==> src/rtl/uart_tx_fifo.sv <==
// UART transmitter with an internal TX FIFO and CTS flow control.
// Frames: start, DATA_BITS LSB first, optional parity, 1 or 2 stop bits.
module uart_tx_fifo #(
    parameter int unsigned CLK_FREQ   = 27_000_000,
    parameter int unsigned BAUD_RATE  = 115200,
    parameter int unsigned DATA_BITS  = 8,
    parameter int unsigned PARITY     = 0,
    parameter int unsigned STOP_BITS  = 1,
    parameter int unsigned FIFO_DEPTH = 16
) (
    input  logic                          clk,
    input  logic                          rst_n,
    input  logic [DATA_BITS-1:0]          tx_data,
    input  logic                          tx_valid,
    output logic                          tx_ready,
    input  logic                          cts_n,
    output logic                          tx_pin,
    output logic                          tx_busy,
    output logic [$clog2(FIFO_DEPTH):0]   fifo_count
);

    localparam int unsigned CLKS_PER_BIT = CLK_FREQ / BAUD_RATE;
    localparam int unsigned AW           = $clog2(FIFO_DEPTH);
    localparam logic [15:0] BAUD_LAST    = 16'(CLKS_PER_BIT - 1);
    localparam logic [3:0]  DATA_LAST    = 4'(DATA_BITS - 1);
    localparam logic [3:0]  STOP_LAST    = 4'(STOP_BITS - 1);

    typedef enum logic [2:0] {
        StIdle,
        StStart,
        StData,
        StParity,
        StStop
    } state_e;

    // ---------------------------------------------------------------- FIFO
    logic [DATA_BITS-1:0] mem [FIFO_DEPTH];
    logic [AW:0]          wr_ptr_q, rd_ptr_q;
    logic                 fifo_empty, fifo_full;
    logic                 push, pop;
    logic [DATA_BITS-1:0] rd_data;

    assign fifo_empty = (wr_ptr_q == rd_ptr_q);
    assign fifo_full  = (wr_ptr_q[AW] != rd_ptr_q[AW]) &&
                        (wr_ptr_q[AW-1:0] == rd_ptr_q[AW-1:0]);
    assign push       = tx_valid && !fifo_full;
    assign rd_data    = mem[rd_ptr_q[AW-1:0]];
    assign tx_ready   = !fifo_full;
    assign fifo_count = wr_ptr_q - rd_ptr_q;

    always_ff @(posedge clk) begin
        if (push) begin
            mem[wr_ptr_q[AW-1:0]] <= tx_data;
        end
    end

    always_ff @(posedge clk or negedge rst_n) begin
        if (!rst_n) begin
            wr_ptr_q <= '0;
            rd_ptr_q <= '0;
        end else begin
            if (push) begin
                wr_ptr_q <= wr_ptr_q + 1'b1;
            end
            if (pop) begin
                rd_ptr_q <= rd_ptr_q + 1'b1;
            end
        end
    end

    // ------------------------------------------------------ CTS synchroniser
    logic cts_meta_q, cts_sync_q;

    always_ff @(posedge clk or negedge rst_n) begin
        if (!rst_n) begin
            cts_meta_q <= 1'b1;
            cts_sync_q <= 1'b1;
        end else begin
            cts_meta_q <= cts_n;
            cts_sync_q <= cts_meta_q;
        end
    end

    // ------------------------------------------------------------------ FSM
    state_e               state_q, state_d;
    logic [15:0]          baud_q, baud_d;
    logic [3:0]           bit_q, bit_d;
    logic [DATA_BITS-1:0] shift_q, shift_d;
    logic                 par_q, par_d;
    logic                 pin_q, pin_d;
    logic                 busy_q, busy_d;
    logic                 can_start, bit_end;

    assign can_start = !fifo_empty && !cts_sync_q;
    assign bit_end   = (baud_q == BAUD_LAST);

    always_comb begin
        state_d = state_q;
        baud_d  = baud_q;
        bit_d   = bit_q;
        shift_d = shift_q;
        par_d   = par_q;
        pop     = 1'b0;

        case (state_q)
            StIdle: begin
                baud_d = '0;
                bit_d  = '0;
            end
            default: begin
                baud_d = bit_end ? 16'd0 : baud_q + 16'd1;
            end
        endcase

        case (state_q)
            StIdle: begin
                if (can_start) begin
                    state_d = StStart;
                    pop     = 1'b1;
                end
            end
            StStart: begin
                if (bit_end) begin
                    state_d = StData;
                end
            end
            StData: begin
                if (bit_end) begin
                    shift_d = shift_q >> 1;
                    if (bit_q == DATA_LAST) begin
                        bit_d   = '0;
                        state_d = (PARITY != 0) ? StParity : StStop;
                    end else begin
                        bit_d = bit_q + 4'd1;
                    end
                end
            end
            StParity: begin
                if (bit_end) begin
                    state_d = StStop;
                end
            end
            StStop: begin
                if (bit_end) begin
                    if (bit_q == STOP_LAST) begin
                        bit_d = '0;
                        // Decide in the last stop cycle so back-to-back frames have no gap.
                        if (can_start) begin
                            state_d = StStart;
                            pop     = 1'b1;
                        end else begin
                            state_d = StIdle;
                        end
                    end else begin
                        bit_d = bit_q + 4'd1;
                    end
                end
            end
            default: begin
                state_d = StIdle;
            end
        endcase

        if (pop) begin
            shift_d = rd_data;
            par_d   = (PARITY == 2) ? ~(^rd_data) : ^rd_data;
            baud_d  = '0;
            bit_d   = '0;
        end
    end

    // Pin and busy follow the current state, one register stage behind it.
    always_comb begin
        pin_d  = 1'b1;
        busy_d = (state_q != StIdle);
        case (state_q)
            StStart:  pin_d = 1'b0;
            StData:   pin_d = shift_q[0];
            StParity: pin_d = par_q;
            default:  pin_d = 1'b1;
        endcase
    end

    always_ff @(posedge clk or negedge rst_n) begin
        if (!rst_n) begin
            state_q <= StIdle;
            baud_q  <= '0;
            bit_q   <= '0;
            shift_q <= '0;
            par_q   <= 1'b0;
            pin_q   <= 1'b1;
            busy_q  <= 1'b0;
        end else begin
            state_q <= state_d;
            baud_q  <= baud_d;
            bit_q   <= bit_d;
            shift_q <= shift_d;
            par_q   <= par_d;
            pin_q   <= pin_d;
            busy_q  <= busy_d;
        end
    end

    assign tx_pin  = pin_q;
    assign tx_busy = busy_q;

endmodule

==> config.mk <==
export PLATFORM = sky130hd
export DESIGN_NAME = uart_tx_fifo
export DESIGN_NICKNAME = d
export VERILOG_FILES = /design/src/rtl/uart_tx_fifo.sv
export SDC_FILE = /design/constraint.sdc
export NUM_CORES = 1
export LEC_CHECK = 0
export CORE_ASPECT_RATIO = 0.6
export CORE_UTILIZATION = 61
export DETAILED_ROUTE_END_ITERATION = 10
export HOLD_SLACK_MARGIN = 0.15
export PLACE_DENSITY_LB_ADDON = 0.25
export SLEW_MARGIN = 25
export SYNTH_ARGS = -nofsm -noshare
export SYNTH_HDL_FRONTEND = slang
export SYNTH_SLANG_ARGS = --single-unit
==> constraint.sdc <==
create_clock -name clk -period 3.07 [get_ports clk]
set_input_delay 0.307 -clock clk [delete_from_list [all_inputs] [get_ports clk]]
set_output_delay 0.307 -clock clk [all_outputs]
set_load 0.005 [all_outputs]
==> reports/metrics.yaml <==
worst_setup_path:
  path_max_fanout: 14
  reg2reg_depth: 8
  required_ns: 2.76
  crit_arrival_ns: 2.55
  cp_num_buf_inv: 3
  r2r_slack_ns: 0.54
  critPathMaxStageDelay_ns: 0.51
  cp_slowest_cell: "clkdlybuf4s50_1"
  cp-start-kind: "register"
  cpLargestDelayFamily: "buffers and inverters"
  crit_cells: 8
  cp_cell_sequence: "buf_6 -> ha_1 -> fa_1 -> inv_1 -> a21o_1 -> a21oi_1 -> xor2_1 -> clkdlybuf4s50_1"
  setup.worst_path.end_class: "primary output"
  path_class: "reg2out"
cts:
  htreeDepth: 4
  clockBufferDepth: 2
  path_clk_slew_ns: 0.06
  clock_sinks: 174
  root_buffer: "clkbuf_16"
  clk_latency_ns: 0.43
  cts_tree: "done"
  cts_made_buffers: 17
power_and_ir_drop:
  p_leak_nw: 3.040
  ir_worst_vdd_mv: 0.4485
  power.density_nw_per_um2: 670.9
sta:
  hold_viol: 0
  drv_slew: 0
  tns_ns: 0
  slew_headroom_pct: 45.20
  finalCritPeriodShare_pct: 93.02
  setup_violations: 0
  tightest_slew_ns: 0.8220
  rsz0062_at_grt: "false"
  skew_ns: 0.008858
  max_freq_mhz: 350.2
  min_period_ns: 2.856
drt:
  via_per_inst: 6.067
  drtAntennaViolNets: 0
  vias: 4192
  wire_per_inst_um: 21.67
  first_pass_iters: 5
  drtIter0Drc: 418
  drc: 0
  wirelength_mm: 14.97
synthesis:
  synthMuxAreaShare_pct: 10.23
  synth-async-reset-ratio_pct: 26.44
  ys_seq_elements: 174
  seq_area_frac_synth_pct: 67.56
  synth_top_cell_by_area: "edfxtp_1"
  yosysMostFrequentCell: "edfxtp_1"
  syn_area_per_cell_um2: 15.45
  synth_xor_area_share_pct: 3.890
  synth_compound_gate_area_share_pct: 4.769
  synth_warnings: 0
  synth_common_cells: "edfxtp_1, dfrtp_1, nand2_1"
  synth-simple-area-share_pct: 8.507
  synth_fa_ha_area_share_pct: 2.469
  synth.distinct_cells: 49
  synth.top_cells.by_area: "edfxtp_1, dfrtp_1, mux4_2"
  synth_top_family_by_area: "multiplexers"
  synth_top_cell_area_share_pct: 51.95
  netlist_area_um2: 7398
  synth_edf_count: 128
  synthFlopType: "edfxtp_1"
  syn-num-nets: 505
  synth_cells: 479
placement:
  dpl.cell_count: 658
  place.gp.congestion: 0.8247
  io_buffers: 19
  hpwlAfterDp_mm: 9.835
die:
  core_area_um2: 11560
  die_w_um: 144.2
  num_rows: 30
  dieArea_um2: 12590
  fp.dieH_um: 87.31
  io_pins: 20
  start_util_pct: 63.99
min_path:
  hp-class: "in2reg"
  whs_path_depth: 1
global_routing:
  grt_max_degree: 37
  grt_pass1_vias: 4064
  overflow: 0
  grt_pass1_wl_mm: 23.18
  track_usage_pct: 26.70
  antenna_found_initial: 0
flow_run:
  cap_violations: 0
cells_and_area:
  drive_above_1_share_pct: 16.01
  stdcell_count: 691
  nFillCells: 761
  fin_nets: 544
  antenna_cells: 0
  syn2layout_area_growth_pct: 13.87
run_status:
  outcome: "finished, final reports clean"
## metrics by stage
stage / total power [mW] / instance area [um2] / util (%) / hold slack, ns / worst slack [ns]
global placement: 3.635 / 7849 / 67.89 / 0.3493 / 0.5564
detailed placement: 3.667 / 7849 / 67.89 / 0.3491 / 0.4734
finish: 5.652 / 8424 / 72.87 / 0.2923 / 0.2141
global route: 5.848 / 8424 / 72.87 / 0.2840 / 0.08690
floorplan: 3.286 / 7398 / - / 0.01141 / 0.2019
CTS: 5.682 / 8421 / 72.84 / 0.2744 / 0.1090
## repair_timing
item                                   in CTS  in global routing
endpoints found under the hold margin      33                  0
gates resized for setup                     0                  1
setup endpoints to repair                   0                  1
hold buffers                                1                  0
buffers inserted                            0                  0
## flip-flops by register name (all words and copies together), names as in the netlist, 3 cells and up
signal	flops
bit_q	4
rd_ptr_q	5
state_q	3
baud_q	16
wr_ptr_q	5
mem	128
shift_q	8
## logic make-up (layout without fill, tap and decap cells)
family / after synthesis / count (layout)
muxes: 33 / 33
adders and majority gates: 14 / 14
AOI/OAI and AO/OA: 53 / 53
DFF: 174 / 174
and+or+nand+nor: 134 / 134
xor gates and xnor gates: 32 / 32
buffers and inverters: 39 / 91
## power breakdown
group / leakage (nW) / total [mW] / internal, mW / switching, mW
clock: 0.277 / 2.03 / 1.14 / 0.892
combinational: 1.03 / 0.786 / 0.365 / 0.420
sequential: 1.73 / 2.84 / 2.73 / 0.101
total: 3.04 / 5.65 / 4.24 / 1.41
## routing by layer
layer  track usage, %  share of wire [%]
met1            40.55                 46
met2            38.95                 45
met3            5.223                7.7
met4            9.474                1.4
met5                0                  0
## worst reg2reg max path, stage by stage, from the launching register on
cell and delay (ns):
dfrtp_2 0.39, buf_6 0.23, mux4_1 0.62, a22oi_1 0.41, nand2_1 0.17, xnor2_1 0.16, xnor2_1 0.19, xnor2_1 0.15
o21ai_1 0.08
## layout make-up
class / count / area (um2) / area share (%)
inverter: 17 / 63.81 / 0.7575
multi-input combinational: 266 / 2210 / 26.23
sequential: 174 / 5000 / 59.35
clock inverter: 11 / 78.83 / 0.9357
clock buffer: 21 / 483.0 / 5.733
timing repair buffer: 42 / 389.1 / 4.619
tap: 160 / 200.2 / 2.376
## layout by cell type, fill, tap and decap left out, types with 5 or more instances in the layout
| cell type | netlist | layout |
|---|---|---|
| a21oi_1 | 7 | 7 |
| a22oi_1 | 16 | 16 |
| a31oi_1 | 5 | 5 |
| buf_4 | 2 | 19 |
| clkbuf_16 | 0 | 19 |
| clkdlybuf4s50_1 | 0 | 18 |
| dfrtp_1 | 43 | 42 |
| edfxtp_1 | 128 | 128 |
| ha_1 | 13 | 13 |
| inv_1 | 17 | 17 |
| mux4_1 | 7 | 7 |
| mux4_2 | 25 | 25 |
| nand2_1 | 40 | 40 |
| nand2b_1 | 7 | 7 |
| nand3_1 | 13 | 13 |
| nand4_1 | 5 | 5 |
| nor2_1 | 39 | 39 |
| nor2b_1 | 5 | 5 |
| nor3_1 | 7 | 7 |
| nor4_1 | 5 | 5 |
| o21ai_0 | 10 | 10 |
| xnor2_1 | 21 | 21 |
| xor2_1 | 10 | 10 |
## path summary, 6_finish.rpt
| path | start | to |
|---|---|---|
| setup / recovery | rd_ptr_q[0] | fifo_count[4] |
| hold / removal | cts_n | cts_meta_q |
| setup reg to reg | rd_ptr_q[0] | par_q |
| hold reg to reg | cts_meta_q | cts_sync_q |
| max in group asynchronous | rst_n | cts_sync_q |
| min in group asynchronous | rst_n | bit_q[2] |
Note: power is estimated with default switching activity, not from simulation.
